`src/rtl/stream_receiver_pkg.sv`:
```
// ---------------------------------------------------------------------------
// stream_receiver_pkg
// Shared definitions for the serial stream receiver:
//   BYTE_WIDTH        - width of one received byte
//   DEF_SYNC_STAGES   - default synchronizer depth on the serial inputs
//   DEF_TIMEOUT       - default intra-byte edge timeout in clk cycles
//   rx_state_t        - framing FSM state encoding
//   shift_msb_first() - shift-register helper (MSB arrives first)
// ---------------------------------------------------------------------------
package stream_receiver_pkg;

    localparam int BYTE_WIDTH      = 8;
    localparam int DEF_SYNC_STAGES = 2;
    localparam int DEF_TIMEOUT     = 64;
    localparam int BIT_CNT_W       = $clog2(BYTE_WIDTH + 1);

    typedef enum logic [1:0] {
        ST_HUNT = 2'd0,
        ST_RECV = 2'd1,
        ST_GAP  = 2'd2
    } rx_state_t;

    // Append one bit at the LSB end; earlier bits move towards the MSB.
    function automatic logic [BYTE_WIDTH-1:0] shift_msb_first(
        input logic [BYTE_WIDTH-1:0] cur,
        input logic                  bit_in
    );
        return {cur[BYTE_WIDTH-2:0], bit_in};
    endfunction

endpackage

```
`src/rtl/bit_synchronizer.sv`:
```
// ---------------------------------------------------------------------------
// bit_synchronizer
// Multi-flop synchronizer bringing one asynchronous bit into the clk domain.
// Ports:
//   clk - destination clock
//   rst - asynchronous active-high reset, clears every stage to 0
//   d   - asynchronous input bit
//   q   - synchronized output (last stage)
// DEPTH must be at least 2.
// ---------------------------------------------------------------------------
module bit_synchronizer #(
    parameter int DEPTH = 2
) (
    input  logic clk,
    input  logic rst,
    input  logic d,
    output logic q
);

    logic [DEPTH-1:0] stage_r;

    // Synchronizer shift chain; stage 0 is the metastability-exposed flop.
    always_ff @(posedge clk or posedge rst) begin
        if (rst) begin
            stage_r <= {DEPTH{1'b0}};
        end else begin
            stage_r <= {stage_r[DEPTH-2:0], d};
        end
    end

    assign q = stage_r[DEPTH-1];

endmodule

```
`src/rtl/stream_receiver.sv`:
```
// ---------------------------------------------------------------------------
// stream_receiver
// Receives a framed serial byte stream (data clock, data, byte-start marker)
// that is asynchronous to clk, assembles MSB-first bytes and presents them
// through a valid/ready holding register.
// Ports:
//   clk       - system clock
//   rst       - asynchronous active-high reset
//   dataClkIn - serial data clock from the link (asynchronous)
//   dataIn    - serial data bit, valid at the dataClkIn rising edge
//   syncIn    - byte-start marker, high during bit 7 of each byte
//   rxByte    - received byte, valid while rxValid is high
//   rxValid   - holding register full
//   rxReady   - consumer accepts rxByte when rxValid and rxReady are high
//   locked    - a byte has been framed correctly since the last error/reset
//   frameErr  - one-cycle pulse per framing or timeout error
//   overrun   - sticky: a completed byte was dropped (cleared by reset only)
// ---------------------------------------------------------------------------
module stream_receiver
    import stream_receiver_pkg::*;
#(
    parameter int SYNC_STAGES = DEF_SYNC_STAGES,
    parameter int TIMEOUT     = DEF_TIMEOUT
) (
    input  logic                  clk,
    input  logic                  rst,
    input  logic                  dataClkIn,
    input  logic                  dataIn,
    input  logic                  syncIn,
    output logic [BYTE_WIDTH-1:0] rxByte,
    output logic                  rxValid,
    input  logic                  rxReady,
    output logic                  locked,
    output logic                  frameErr,
    output logic                  overrun
);

    localparam int TMO_W = $clog2(TIMEOUT + 1);
    localparam logic [BIT_CNT_W-1:0] CNT_ZERO = {BIT_CNT_W{1'b0}};
    localparam logic [BIT_CNT_W-1:0] CNT_ONE  = BIT_CNT_W'(1);
    localparam logic [BIT_CNT_W-1:0] CNT_FULL = BIT_CNT_W'(BYTE_WIDTH);
    localparam logic [TMO_W-1:0]     TMO_ZERO = {TMO_W{1'b0}};
    localparam logic [TMO_W-1:0]     TMO_ONE  = TMO_W'(1);
    localparam logic [TMO_W-1:0]     TMO_LAST = TMO_W'(TIMEOUT - 1);
    localparam logic [BYTE_WIDTH-1:0] BYTE_ZERO = {BYTE_WIDTH{1'b0}};

    // Synchronized serial inputs
    logic clk_sync_s;
    logic data_sync_s;
    logic mark_sync_s;

    // Edge detection
    logic [SYNC_STAGES-1:0] warm_r;
    logic                   warm_s;
    logic                   clk_prev_r;
    logic                   edge_r;

    // Framing FSM and datapath
    rx_state_t              state_r;
    rx_state_t              state_n;
    logic [BYTE_WIDTH-1:0]  shift_r;
    logic [BYTE_WIDTH-1:0]  shift_n;
    logic [BIT_CNT_W-1:0]   cnt_r;
    logic [BIT_CNT_W-1:0]   cnt_n;
    logic [TMO_W-1:0]       tmo_r;
    logic [TMO_W-1:0]       tmo_n;
    logic [BYTE_WIDTH-1:0]  shifted_s;
    logic                   done_s;
    logic                   err_s;

    // Output registers
    logic [BYTE_WIDTH-1:0]  rx_byte_r;
    logic                   rx_valid_r;
    logic                   locked_r;
    logic                   frame_err_r;
    logic                   overrun_r;

    bit_synchronizer #(.DEPTH(SYNC_STAGES)) u_sync_clk (
        .clk (clk),
        .rst (rst),
        .d   (dataClkIn),
        .q   (clk_sync_s)
    );

    bit_synchronizer #(.DEPTH(SYNC_STAGES)) u_sync_data (
        .clk (clk),
        .rst (rst),
        .d   (dataIn),
        .q   (data_sync_s)
    );

    bit_synchronizer #(.DEPTH(SYNC_STAGES)) u_sync_mark (
        .clk (clk),
        .rst (rst),
        .d   (syncIn),
        .q   (mark_sync_s)
    );

    // warm_s rises once the synchronizer chain holds real samples taken after
    // reset release. Until then the previous-level register is forced high, so
    // a link clock already high at release is treated as "no new edge".
    assign warm_s = warm_r[SYNC_STAGES-1];

    // Warm-up tracker and registered rising-edge strobe on the data clock.
    always_ff @(posedge clk or posedge rst) begin
        if (rst) begin
            warm_r     <= {SYNC_STAGES{1'b0}};
            clk_prev_r <= 1'b1;
            edge_r     <= 1'b0;
        end else begin
            warm_r     <= {warm_r[SYNC_STAGES-2:0], 1'b1};
            clk_prev_r <= warm_s ? clk_sync_s : 1'b1;
            edge_r     <= warm_s & clk_sync_s & ~clk_prev_r;
        end
    end

    assign shifted_s = shift_msb_first(shift_r, data_sync_s);

    // Framing FSM: next state, shift/count/timeout updates, done/error events.
    // tmo_r counts clk cycles since the last edge strobe while in RECV.
    always_comb begin
        state_n = state_r;
        shift_n = shift_r;
        cnt_n   = cnt_r;
        tmo_n   = TMO_ZERO;
        done_s  = 1'b0;
        err_s   = 1'b0;
        case (state_r)
            ST_HUNT: begin
                if (edge_r && mark_sync_s) begin
                    shift_n = {{(BYTE_WIDTH-1){1'b0}}, data_sync_s};
                    cnt_n   = CNT_ONE;
                    tmo_n   = TMO_ONE;
                    state_n = ST_RECV;
                end else begin
                    state_n = ST_HUNT;
                end
            end
            ST_RECV: begin
                if (edge_r) begin
                    tmo_n = TMO_ONE;
                    if (mark_sync_s) begin
                        // Marker arrived early: this bit starts a fresh byte.
                        err_s   = 1'b1;
                        shift_n = {{(BYTE_WIDTH-1){1'b0}}, data_sync_s};
                        cnt_n   = CNT_ONE;
                    end else if ((cnt_r + CNT_ONE) == CNT_FULL) begin
                        done_s  = 1'b1;
                        shift_n = shifted_s;
                        cnt_n   = CNT_ZERO;
                        state_n = ST_GAP;
                    end else begin
                        shift_n = shifted_s;
                        cnt_n   = cnt_r + CNT_ONE;
                    end
                end else if (tmo_r == TMO_LAST) begin
                    err_s   = 1'b1;
                    shift_n = BYTE_ZERO;
                    cnt_n   = CNT_ZERO;
                    state_n = ST_HUNT;
                end else begin
                    tmo_n = tmo_r + TMO_ONE;
                end
            end
            ST_GAP: begin
                if (edge_r && mark_sync_s) begin
                    shift_n = {{(BYTE_WIDTH-1){1'b0}}, data_sync_s};
                    cnt_n   = CNT_ONE;
                    tmo_n   = TMO_ONE;
                    state_n = ST_RECV;
                end else if (edge_r) begin
                    err_s   = 1'b1;
                    state_n = ST_HUNT;
                end else begin
                    state_n = ST_GAP;
                end
            end
            default: begin
                shift_n = BYTE_ZERO;
                cnt_n   = CNT_ZERO;
                state_n = ST_HUNT;
            end
        endcase
    end

    // FSM state, shift register, bit counter and timeout counter.
    always_ff @(posedge clk or posedge rst) begin
        if (rst) begin
            state_r <= ST_HUNT;
            shift_r <= BYTE_ZERO;
            cnt_r   <= CNT_ZERO;
            tmo_r   <= TMO_ZERO;
        end else begin
            state_r <= state_n;
            shift_r <= shift_n;
            cnt_r   <= cnt_n;
            tmo_r   <= tmo_n;
        end
    end

    // Holding register, handshake, lock/error/overrun status.
    // A completion coinciding with an accept reloads and keeps rxValid high.
    always_ff @(posedge clk or posedge rst) begin
        if (rst) begin
            rx_byte_r   <= BYTE_ZERO;
            rx_valid_r  <= 1'b0;
            locked_r    <= 1'b0;
            frame_err_r <= 1'b0;
            overrun_r   <= 1'b0;
        end else begin
            frame_err_r <= err_s;
            if (err_s) begin
                locked_r <= 1'b0;
            end else if (done_s) begin
                locked_r <= 1'b1;
            end
            if (done_s && (!rx_valid_r || rxReady)) begin
                rx_byte_r  <= shifted_s;
                rx_valid_r <= 1'b1;
            end else if (done_s) begin
                overrun_r <= 1'b1;
            end else if (rx_valid_r && rxReady) begin
                rx_valid_r <= 1'b0;
            end
        end
    end

    assign rxByte   = rx_byte_r;
    assign rxValid  = rx_valid_r;
    assign locked   = locked_r;
    assign frameErr = frame_err_r;
    assign overrun  = overrun_r;

endmodule

```
`config.mk`:
```
export PLATFORM = sky130hd
export DESIGN_NAME = stream_receiver
export DESIGN_NICKNAME = d
export VERILOG_FILES = /design/src/rtl/stream_receiver_pkg.sv /design/src/rtl/bit_synchronizer.sv /design/src/rtl/stream_receiver.sv
export SDC_FILE = /design/constraint.sdc
export NUM_CORES = 1
export LEC_CHECK = 0
export CORE_MARGIN = 10
export CORE_UTILIZATION = 55
export CTS_CLUSTER_DIAMETER = 80
export CTS_CLUSTER_SIZE = 20
export DETAILED_ROUTE_END_ITERATION = 10
export DONT_BUFFER_PORTS = 1
export PLACE_DENSITY = 0.7
export SLEW_MARGIN = 0
export SYNTH_ARGS = -nofsm -noshare
export SYNTH_HDL_FRONTEND = slang
export SYNTH_SLANG_ARGS = --single-unit
```
`constraint.sdc`:
```
create_clock -name clk -period 2.6 [get_ports clk]
set_input_delay 0.26 -clock clk [delete_from_list [all_inputs] [get_ports clk]]
set_output_delay 0.26 -clock clk [all_outputs]
set_load 0.05 [all_outputs]
```
==> impl_metrics.env, run 1 <==
export IMPL_vias_per_cell=5.28
export IMPL_htree_levels=2
export IMPL_rr_endpoint="rxByte[0]"
export IMPL_period_needed_ns=2.11
export IMPL_hold_viol=0
export IMPL_yosys_warnings=0
export IMPL_outcome="finished clean"
export IMPL_postCtsSetupBuffers=0
export IMPL_top_level_ports=18
export IMPL_cpMaxStageDelayCell="dfrtp_1"
export IMPL_ant_nets=0
export IMPL_critPathLaunchType="flip-flop"
export IMPL_synth_xor_area_share_pct=1.85
export IMPL_synth_edf_count=0
export IMPL_drive_above_1_share_pct=18.0
export IMPL_p_leak_nw=0.899
export IMPL_muxShareOfSynthArea_pct=9.27
export IMPL_setup_tns_ns=0
export IMPL_routed_wl_um=3190
export IMPL_drc=0
export IMPL_skew_ns=0.0179
export IMPL_start_util_pct=56.6
export IMPL_holdPathEnd="rxValid"
export IMPL_reg2reg_slack_ns=0.49
export IMPL_num_vias=1152
export IMPL_antenna_found_initial=0
export IMPL_grt_overflow=0
export IMPL_endpoint_kind="flip-flop"
export IMPL_irDropWorstVdd_mv=0.372
export IMPL_tritoncts="yes"
export IMPL_critPathKind="reg2reg"
export IMPL_synth_fa_ha_area_share_pct=4.64
export IMPL_antenna_cells=0
export IMPL_critPathMaxStageDelay_ns=0.45
export IMPL_p_per_area_nw_per_um2=514
export IMPL_first_iter_violations=69
export IMPL_clock_latency_ns=0.35
export IMPL_synth_async_reset_ratio_pct=100
export IMPL_yosysTopAreaCell="dfrtp_1"
export IMPL_netlist_area_um2=1890
export IMPL_die_w_um=78.6
export IMPL_dpl_cell_area_um2=1940
export IMPL_cts_clk_slew_worst_paths_ns=0.11
export IMPL_wire_per_inst_um=14.7
export IMPL_core_um2=3340
export IMPL_max_cap_violations=0
export IMPL_avgSynthCellArea_um2=11.7
export IMPL_nNetsFinal=184
export IMPL_dp_hpwl_um=2390
export IMPL_final_cell_area_um2=2030
export IMPL_worstHoldStart="rxReady"
export IMPL_r2r_start="state_r[1]"
export IMPL_r2r_cells=7
export IMPL_ys_seq_elements=42
export IMPL_cp_data_arrival_time_ns=2.35
export IMPL_critPathRequiredTime_ns=2.84
export IMPL_rsz0062_at_grt="false"
export IMPL_n_fill_cell=279
export IMPL_synth_top_area_share_pct=54.3
export IMPL_gp_congestion=0.789
export IMPL_grt_pass1_wl_um=5690
export IMPL_slew_headroom_pct=64.3
export IMPL_yosys_top_cells_area="dfrtp_1 (54%), mux2_4 (6.4%), ha_1 (4.6%)"
export IMPL_synth_compound_area_share_pct=11.5
export IMPL_cts_buffers=5
export IMPL_critPathTopFamily="flip-flops"
export IMPL_grt_usage_pct=11.5
export IMPL_cts_sinks=42
export IMPL_hp_class="in2reg"
export IMPL_dr_pass1_iters=5
export IMPL_dieArea_um2=6180
export IMPL_fmax_mhz=475
export IMPL_finalSetupViolCount=0
export IMPL_slew_violations=0
export IMPL_crit_chain="inv_1 > ha_1 > nand2_2 > a2111o_1 > nor2b_2 > buf_4 > mux2_4"
export IMPL_cp_max_fo=8
export IMPL_ys_types=45
export IMPL_synth_flop_cell="dfrtp_1"
export IMPL_synth_seq_area_share_pct=55.7
export IMPL_io_buffers=0
export IMPL_die_y_um=78.6
export IMPL_synth_top_family_by_area="simple AND/OR/NAND/NOR gates"
export IMPL_area_growth_pct=7.48
export IMPL_grt_max_degree=22
export IMPL_clockRootBuffer="clkbuf_4"
export IMPL_min_path_cells=2
export IMPL_clockBufferDepth=2
export IMPL_worst_slew_pin_transition_ns=0.533
export IMPL_rows=21
export IMPL_synth_simple_area_share_pct=13.4
export IMPL_grt_pass1_vias=1214
export IMPL_fin_crit_sh_pct=81.0
export IMPL_syn_num_nets=174
export IMPL_critPathBufInv=2
export IMPL_syn_inst=161
-- cells in the mapped netlist, types with 2 or more instances --
master,number
nand2_1,13
and2_1,3
mux2_2,3
xnor2_1,4
nand3b_1,2
o21ai_0,9
dfrtp_1,41
nor2_1,8
nand2_2,2
o21ai_1,8
a21oi_1,7
nor2b_1,2
buf_6,2
ha_1,7
inv_1,6
buf_4,2
o22ai_1,2
nand4_1,2
nand2b_1,5
mux2_4,8
-- cell type report --
type	instances	area [µm²]	share of cell area, %
inverter	6	22.5	1.11
clock inverter	2	13.8	0.678
timing repair buffer	8	70.1	3.45
clock buffer	6	41.3	2.03
sequential	42	1050	51.8
multi-input combinational	108	773	38.1
tap	46	57.6	2.83
-- layer usage --
layer	global-route usage, %	up-vias	share of wire, %
met1	13.7	551	45
met5	0	-	0
met3	4.33	7	6.0
met2	17.6	21	46
met4	5.91	0	2.0
li1	-	573	-
-- report_power, final --
group | internal (mW) | leakage [nW] | switching (mW)
registers | 0.671 | 0.558 | 0.0154
clock network | 0.106 | 0.0322 | 0.201
logic | 0.0207 | 0.309 | 0.0291
total | 0.798 | 0.899 | 0.245
-- registers in the layout, indices dropped and copies added (netlist names), 2 cells and up --
signal	count
rxByte	8
shift_r	7
tmo_r	7
cnt_r	4
state_r	2
u_sync_clk.stage_r	2
u_sync_data.stage_r	2
u_sync_mark.stage_r	2
warm_r	2
-- through the flow --
| step | utilization [%] | power, mW | setup slack, ns | std cells | hold slack [ns] |
|---|---|---|---|---|---|
| 6_report | 60.9 | 1.04 | 0.493 | 218 | 0.117 |
| 5_1_grt | 60.9 | 1.10 | 0.395 | 218 | 0.128 |
| 2_1_floorplan | - | 0.732 | 0.715 | 161 | 0.291 |
| 3_3_place_gp | 58.0 | 0.743 | 0.602 | 206 | 0.122 |
| 4_1_cts | 60.9 | 1.06 | 0.499 | 218 | 0.102 |
| 3_5_place_dp | 58.0 | 0.746 | 0.515 | 206 | 0.120 |
-- cells by family after synthesis --
family	Yosys count
and+or+nand+nor	47
DFF	42
AOI/OAI and AO/OA	36
muxes	13
buffers and inverters	11
adders and majority gates	7
xor gates and xnor gates	4
other	1
-- cells in the final DEF (no fill, tap or decap), types with 3 or more instances in the layout --
cell	count
dfrtp_1	41
nor2_1	8
xnor2_1	4
a21oi_1	7
ha_1	7
nand2_1	13
o21ai_0	9
clkbuf_4	5
o21ai_1	8
and2_1	3
dlygate4sd3_1	4
buf_4	4
mux2_2	3
nand2b_1	5
mux2_4	8
inv_1	6
-- what timing repair did --
item                                   in CTS  in global routing
endpoints found under the hold margin      10                  0
gates resized for setup                     0                  0
hold buffers                                4                  0
-- worst max-delay path by stage --
| stage | start | to | slack, ns | depth (start not counted) |
|---|---|---|---|---|
| after floorplan | state_r[1] | rxByte[0] | 0.71 | 7 |
| after global placement | state_r[1] | rxByte[0] | 0.60 | 7 |
| after detailed placement | state_r[1] | rxByte[5] | 0.52 | 7 |
| after CTS | state_r[1] | rxByte[0] | 0.50 | 7 |
| after global routing | state_r[1] | rxByte[0] | 0.39 | 7 |
| final | state_r[1] | rxByte[0] | 0.49 | 7 |
Power figures use the tool's default switching activity.
==> run 2: changes to the inputs <==
==> constraint.sdc (replaced) <==
create_clock -name clk -period 2.2 [get_ports clk]
set_input_delay 0.22 -clock clk [delete_from_list [all_inputs] [get_ports clk]]
set_output_delay 0.22 -clock clk [all_outputs]
set_load 0.05 [all_outputs]
==> run 2 against run 1 <==
Cell area increased by 1.4%. Die area unchanged. Register-to-register slack worse by 0.40 ns. Cell count grew 0.46%. First-iteration DRC count increased by 52%. Total power grew 22%. Non-clock buffer count rose by 1. Critical path type unchanged.
==> impl_metrics.env, run 2 (synthesis results as in run 1) <==
export IMPL_dp_hpwl_um=2450
export IMPL_start_util_pct=56.6
export IMPL_grt_max_degree=43
export IMPL_max_cap_violations=0
export IMPL_die_w_um=78.6
export IMPL_area_growth_pct=9.01
export IMPL_worst_slew_pin_transition_ns=0.634
export IMPL_holdPathEnd="rxValid"
export IMPL_slew_violations=0
export IMPL_hp_class="in2reg"
export IMPL_antenna_cells=0
export IMPL_clock_latency_ns=0.36
export IMPL_ant_nets=0
export IMPL_grt_usage_pct=11.2
export IMPL_largest_register_ff_count=8
export IMPL_cp_max_fo=8
export IMPL_rsz0062_at_grt="false"
export IMPL_antenna_found_initial=0
export IMPL_rr_endpoint="rxByte[1]"
export IMPL_min_path_cells=2
export IMPL_fmax_mhz=474
export IMPL_cts_buffers=5
export IMPL_wire_per_inst_um=15.4
export IMPL_skew_ns=0.0122
export IMPL_p_int_mw=0.972
export IMPL_cts_sinks=42
export IMPL_hold_viol=0
export IMPL_htree_levels=2
export IMPL_swShare_pct=23.9
export IMPL_most_common_layout_cells="dfrtp_1 (41), nand2_1 (13), o21ai_0 (9)"
export IMPL_grt_overflow=0
export IMPL_period_needed_ns=2.11
export IMPL_critPathLaunchType="flip-flop"
export IMPL_critPathKind="reg2reg"
export IMPL_p_per_area_nw_per_um2=620
export IMPL_nNetsFinal=185
export IMPL_drive_above_1_share_pct=19.1
export IMPL_worstHoldStart="rxReady"
export IMPL_clockBufferDepth=2
export IMPL_cts_clk_slew_worst_paths_ns=0.12
export IMPL_routed_wl_um=3380
export IMPL_slew_headroom_pct=57.5
export IMPL_final_core_util_pct=61.7
export IMPL_fin_crit_sh_pct=95.9
export IMPL_rows=21
export IMPL_cp_data_arrival_time_ns=2.36
export IMPL_num_vias=1223
export IMPL_io_buffers=0
export IMPL_core_um2=3340
export IMPL_top_level_ports=18
export IMPL_power_frac_seq_pct=63.7
export IMPL_p_comb_share_pct=4.7
export IMPL_vias_per_cell=5.58
export IMPL_clkPwrFrac_pct=31.6
export IMPL_clockRootBuffer="clkbuf_4"
export IMPL_r2r_start="state_r[1]"
export IMPL_ctsResizeCount=0
export IMPL_die_y_um=78.6
export IMPL_p_leak_nw=0.909
export IMPL_dieArea_um2=6180
export IMPL_finalSetupViolCount=0
export IMPL_power_switching_mw=0.305
export IMPL_drc=0
export IMPL_setup_tns_ns=0
export IMPL_dr_pass1_iters=4
export IMPL_grt_pass1_wl_um=5590
export IMPL_critPathRequiredTime_ns=2.45
export IMPL_grt_pass1_vias=1217
export IMPL_tritoncts="yes"
export IMPL_reg2reg_slack_ns=0.09
export IMPL_first_iter_violations=105
export IMPL_outcome="finished clean"
export IMPL_gp_congestion=0.818
export IMPL_irDropWorstVdd_mv=0.347
export IMPL_layout_commonest_cell="dfrtp_1"
export IMPL_endpoint_kind="flip-flop"
export IMPL_r2r_cells=7
run 2: what timing repair did:
item                                   in CTS  in global routing
endpoints found under the hold margin      44                  0
setup buffers                               0                  0
hold buffers                                4                  0
run 2: critical path, cell delays in order (launching register included):
cell and delay [ns]:
dfrtp_1 0.45, inv_1 0.11, ha_1 0.27, nand2_2 0.13
a2111o_1 0.44, nor2b_2 0.18, buf_12 0.15, mux2_4 0.29
run 2: layout make-up:
class / count / area (µm²)
Clock buffer: 6 / 51.3
Multi-Input combinational cell: 108 / 773
Inverter: 6 / 22.5
Fill cell: 275 / 1280
Clock inverter: 2 / 12.5
Timing Repair Buffer: 9 / 90.1
Tap cell: 46 / 57.6
Sequential cell: 42 / 1050
run 2: how the worst max path moves through the flow:
| stage | cells past startpoint | slack (ns) | from | end |
|---|---|---|---|---|
| floorplan | 7 | 0.31 | state_r[1] | rxByte[0] |
| global placement | 7 | 0.23 | state_r[1] | rxByte[3] |
| detailed placement | 7 | 0.11 | state_r[1] | rxByte[1] |
| CTS | 7 | 0.1 | state_r[1] | rxByte[1] |
| global route | 7 | 0.009 | state_r[1] | rxByte[2] |
| finish | 7 | 0.09 | state_r[1] | rxByte[1] |
run 2: power by group through the flow:
stage | clock network [mW] | registers [mW] | logic [mW]
final | 0.403 | 0.813 | 0.0602
after floorplan | 0 | 0.821 | 0.0440
after CTS | 0.416 | 0.813 | 0.0624
after detailed placement | 0 | 0.828 | 0.0567
after global routing | 0.450 | 0.817 | 0.0683
after global placement | 0 | 0.825 | 0.0534
run 2: per-layer routing:
layer  GRT usage [%]  vias to the layer above  share of wire (%)
li1                -                      571                  -
met1            13.4                      616                 43
met5               0                        -                  0
met2            16.9                       29                 48
met4            4.84                        0                1.7
met3            5.24                        7                6.7
run 2: metrics by stage:
step / total power, mW / area [µm²] / hold slack (ns) / std cells / setup slack (ns)
floorplan: 0.865 / 1890 / 0.251 / 161 / 0.315
global placement: 0.878 / 1960 / 0.252 / 207 / 0.230
detailed placement: 0.885 / 1960 / 0.252 / 207 / 0.108
CTS: 1.29 / 2060 / 0.0503 / 219 / 0.0960
global route: 1.34 / 2060 / 0.0713 / 219 / 0.00910
finish: 1.28 / 2060 / 0.0581 / 219 / 0.0897
==> run 3: changes to the inputs <==
--- a/config.mk
+++ b/config.mk
@@ -5,13 +5,16 @@
 export SDC_FILE = /design/constraint.sdc
 export NUM_CORES = 1
 export LEC_CHECK = 0
+export CELL_PAD_IN_SITES_DETAIL_PLACEMENT = 1
+export CELL_PAD_IN_SITES_GLOBAL_PLACEMENT = 1
 export CORE_MARGIN = 10
-export CORE_UTILIZATION = 55
+export CORE_UTILIZATION = 52
+export CTS_BUF_LIST = sky130_fd_sc_hd__clkbuf_4 sky130_fd_sc_hd__clkbuf_8
 export CTS_CLUSTER_DIAMETER = 80
 export CTS_CLUSTER_SIZE = 20
 export DETAILED_ROUTE_END_ITERATION = 10
 export DONT_BUFFER_PORTS = 1
-export PLACE_DENSITY = 0.7
+export PLACE_DENSITY_LB_ADDON = 0.1
 export SLEW_MARGIN = 0
 export SYNTH_ARGS = -nofsm -noshare
 export SYNTH_HDL_FRONTEND = slang
==> run 3 against run 2 <==
Sequential power is essentially flat. Fmax grew 1.5%. Critical path depth is the same. Combinational power grew 5.0%. Hold slack gained 0.049 ns. Critical path type unchanged. Critical endpoint is now rxByte[4]. Largest cell class unchanged. Largest power group unchanged.
==> impl_metrics.env, run 3 (synthesis results as in run 1) <==
export IMPL_outcome="finished clean"
export IMPL_gp_congestion=0.808
export IMPL_die_y_um=80.3
export IMPL_tritoncts="yes"
export IMPL_holdPathEnd="rxValid"
export IMPL_cts_sinks=42
export IMPL_most_common_layout_cells="dfrtp_1 (41), nand2_1 (13), o21ai_0 (9)"
export IMPL_grt_pass1_vias=1364
export IMPL_num_vias=1212
export IMPL_grt_overflow=0
export IMPL_critPathKind="reg2reg"
export IMPL_clockRootBuffer="clkbuf_4"
export IMPL_slew_violations=0
export IMPL_finalSetupViolCount=0
export IMPL_wire_per_inst_um=18.5
export IMPL_rsz0062_at_grt="false"
export IMPL_clock_latency_ns=0.36
export IMPL_setup_ws_ns=0.121
export IMPL_antenna_cells=0
export IMPL_grt_pass1_wl_um=7090
export IMPL_fmax_mhz=481
export IMPL_p_per_area_nw_per_um2=720
export IMPL_area_growth_pct=11.5
export IMPL_skew_ns=0.0157
export IMPL_p_leak_nw=0.933
export IMPL_antenna_found_initial=0
export IMPL_clockBufferDepth=2
export IMPL_top_level_ports=18
export IMPL_drive_above_1_share_pct=19.1
export IMPL_core_um2=3420
export IMPL_worstHoldStart="rxReady"
export IMPL_vias_per_cell=5.53
export IMPL_rows=21
export IMPL_worst_slew_pin_transition_ns=0.607
export IMPL_start_util_pct=55.3
export IMPL_place_ws_ns=0.164
export IMPL_endpoint_kind="flip-flop"
export IMPL_ant_nets=0
export IMPL_hp_class="in2reg"
export IMPL_die_w_um=80.3
export IMPL_cts_clk_slew_worst_paths_ns=0.13
export IMPL_hold_viol=0
export IMPL_cts_buffers=5
export IMPL_htree_levels=2
export IMPL_dr_pass1_iters=5
export IMPL_layout_commonest_cell="dfrtp_1"
export IMPL_r2r_cells=7
export IMPL_dp_hpwl_um=2710
export IMPL_r2r_start="state_r[1]"
export IMPL_drc=0
export IMPL_period_needed_ns=2.08
export IMPL_postCtsSetupBuffers=0
export IMPL_min_path_cells=2
export IMPL_slew_headroom_pct=59.3
export IMPL_critPathRequiredTime_ns=2.44
export IMPL_fin_crit_sh_pct=94.5
export IMPL_nNetsFinal=185
export IMPL_irDropWorstVdd_mv=0.686
export IMPL_grt_usage_pct=14.1
export IMPL_critPathLaunchType="flip-flop"
export IMPL_n_fill_cell=370
export IMPL_grt_max_degree=43
export IMPL_reg2reg_slack_ns=0.12
export IMPL_max_cap_violations=0
export IMPL_io_buffers=0
export IMPL_whs_ns=0.107
export IMPL_largest_register_ff_count=8
export IMPL_cp_data_arrival_time_ns=2.32
export IMPL_routed_wl_um=4050
export IMPL_first_iter_violations=68
export IMPL_dieArea_um2=6440
export IMPL_setup_tns_ns=0
export IMPL_cp_max_fo=8
export IMPL_rr_endpoint="rxByte[4]"
run 3: cell types whose count changed in the layout (fill, tap and decap cells not counted):
cell        delta
clkinvlp_4     -1
clkinv_2       -1
bufinv_16      +2
run 3: power breakdown:
part           internal [mW]  switching, mW  total [mW]
clock network          0.385          0.254       0.639
logic                 0.0252         0.0380      0.0632
registers              0.793         0.0206       0.814
total                   1.20          0.313        1.52
run 3: worst max-delay path, stage by stage, from the launching register on:
cell and delay [ns]:
dfrtp_1 0.45, inv_1 0.10, ha_1 0.18, nand2_2 0.12, a2111o_1 0.45, nor2b_2 0.19, buf_12 0.16, mux2_4 0.30
run 3: final cells by class:
class / instances / area, µm² / area share, %
tap: 46 / 57.6 / 2.73
multi-input combinational: 108 / 773 / 36.7
clock inverter: 2 / 60.1 / 2.85
inverter: 6 / 22.5 / 1.07
sequential: 42 / 1050 / 49.9
timing repair buffer: 9 / 90.1 / 4.28
clock buffer: 6 / 51.3 / 2.43
run 3: worst max-delay path by stage:
| stage | startpoint | endpoint | slack [ns] | cells after the start |
|---|---|---|---|---|
| 2_1_floorplan | state_r[1] | rxByte[0] | 0.31 | 7 |
| 3_3_place_gp | state_r[1] | rxByte[4] | 0.24 | 7 |
| 3_5_place_dp | state_r[1] | rxByte[4] | 0.16 | 7 |
| 4_1_cts | state_r[1] | rxByte[4] | 0.12 | 7 |
| 5_1_grt | state_r[1] | rxByte[4] | 0.01 | 7 |
| 6_report | state_r[1] | rxByte[4] | 0.12 | 7 |
run 3: what timing repair did:
action | in CTS | in global routing
gates resized for setup | 0 | 0
hold endpoints to repair | 44 | 0
hold buffers | 4 | 0
run 3: metrics by stage:
stage | cell area (µm²) | utilization [%] | total power [mW] | cells
final | 2110 | 61.7 | 1.52 | 219
after detailed placement | 1960 | 57.3 | 0.885 | 207
after CTS | 2110 | 61.7 | 1.53 | 219
after floorplan | 1890 | - | 0.865 | 161
after global routing | 2110 | 61.7 | 1.58 | 219
after global placement | 1960 | 57.3 | 0.880 | 207
run 3: per-layer routing:
| layer | vias to the layer above | routed length, µm | track usage (%) |
|---|---|---|---|
| met5 | - | 0 | 0 |
| met4 | 0 | 70 | 4.93 |
| met3 | 8 | 178 | 3.79 |
| met2 | 22 | 2080 | 23.5 |
| met1 | 606 | 1720 | 17.2 |
| li1 | 576 | - | - |
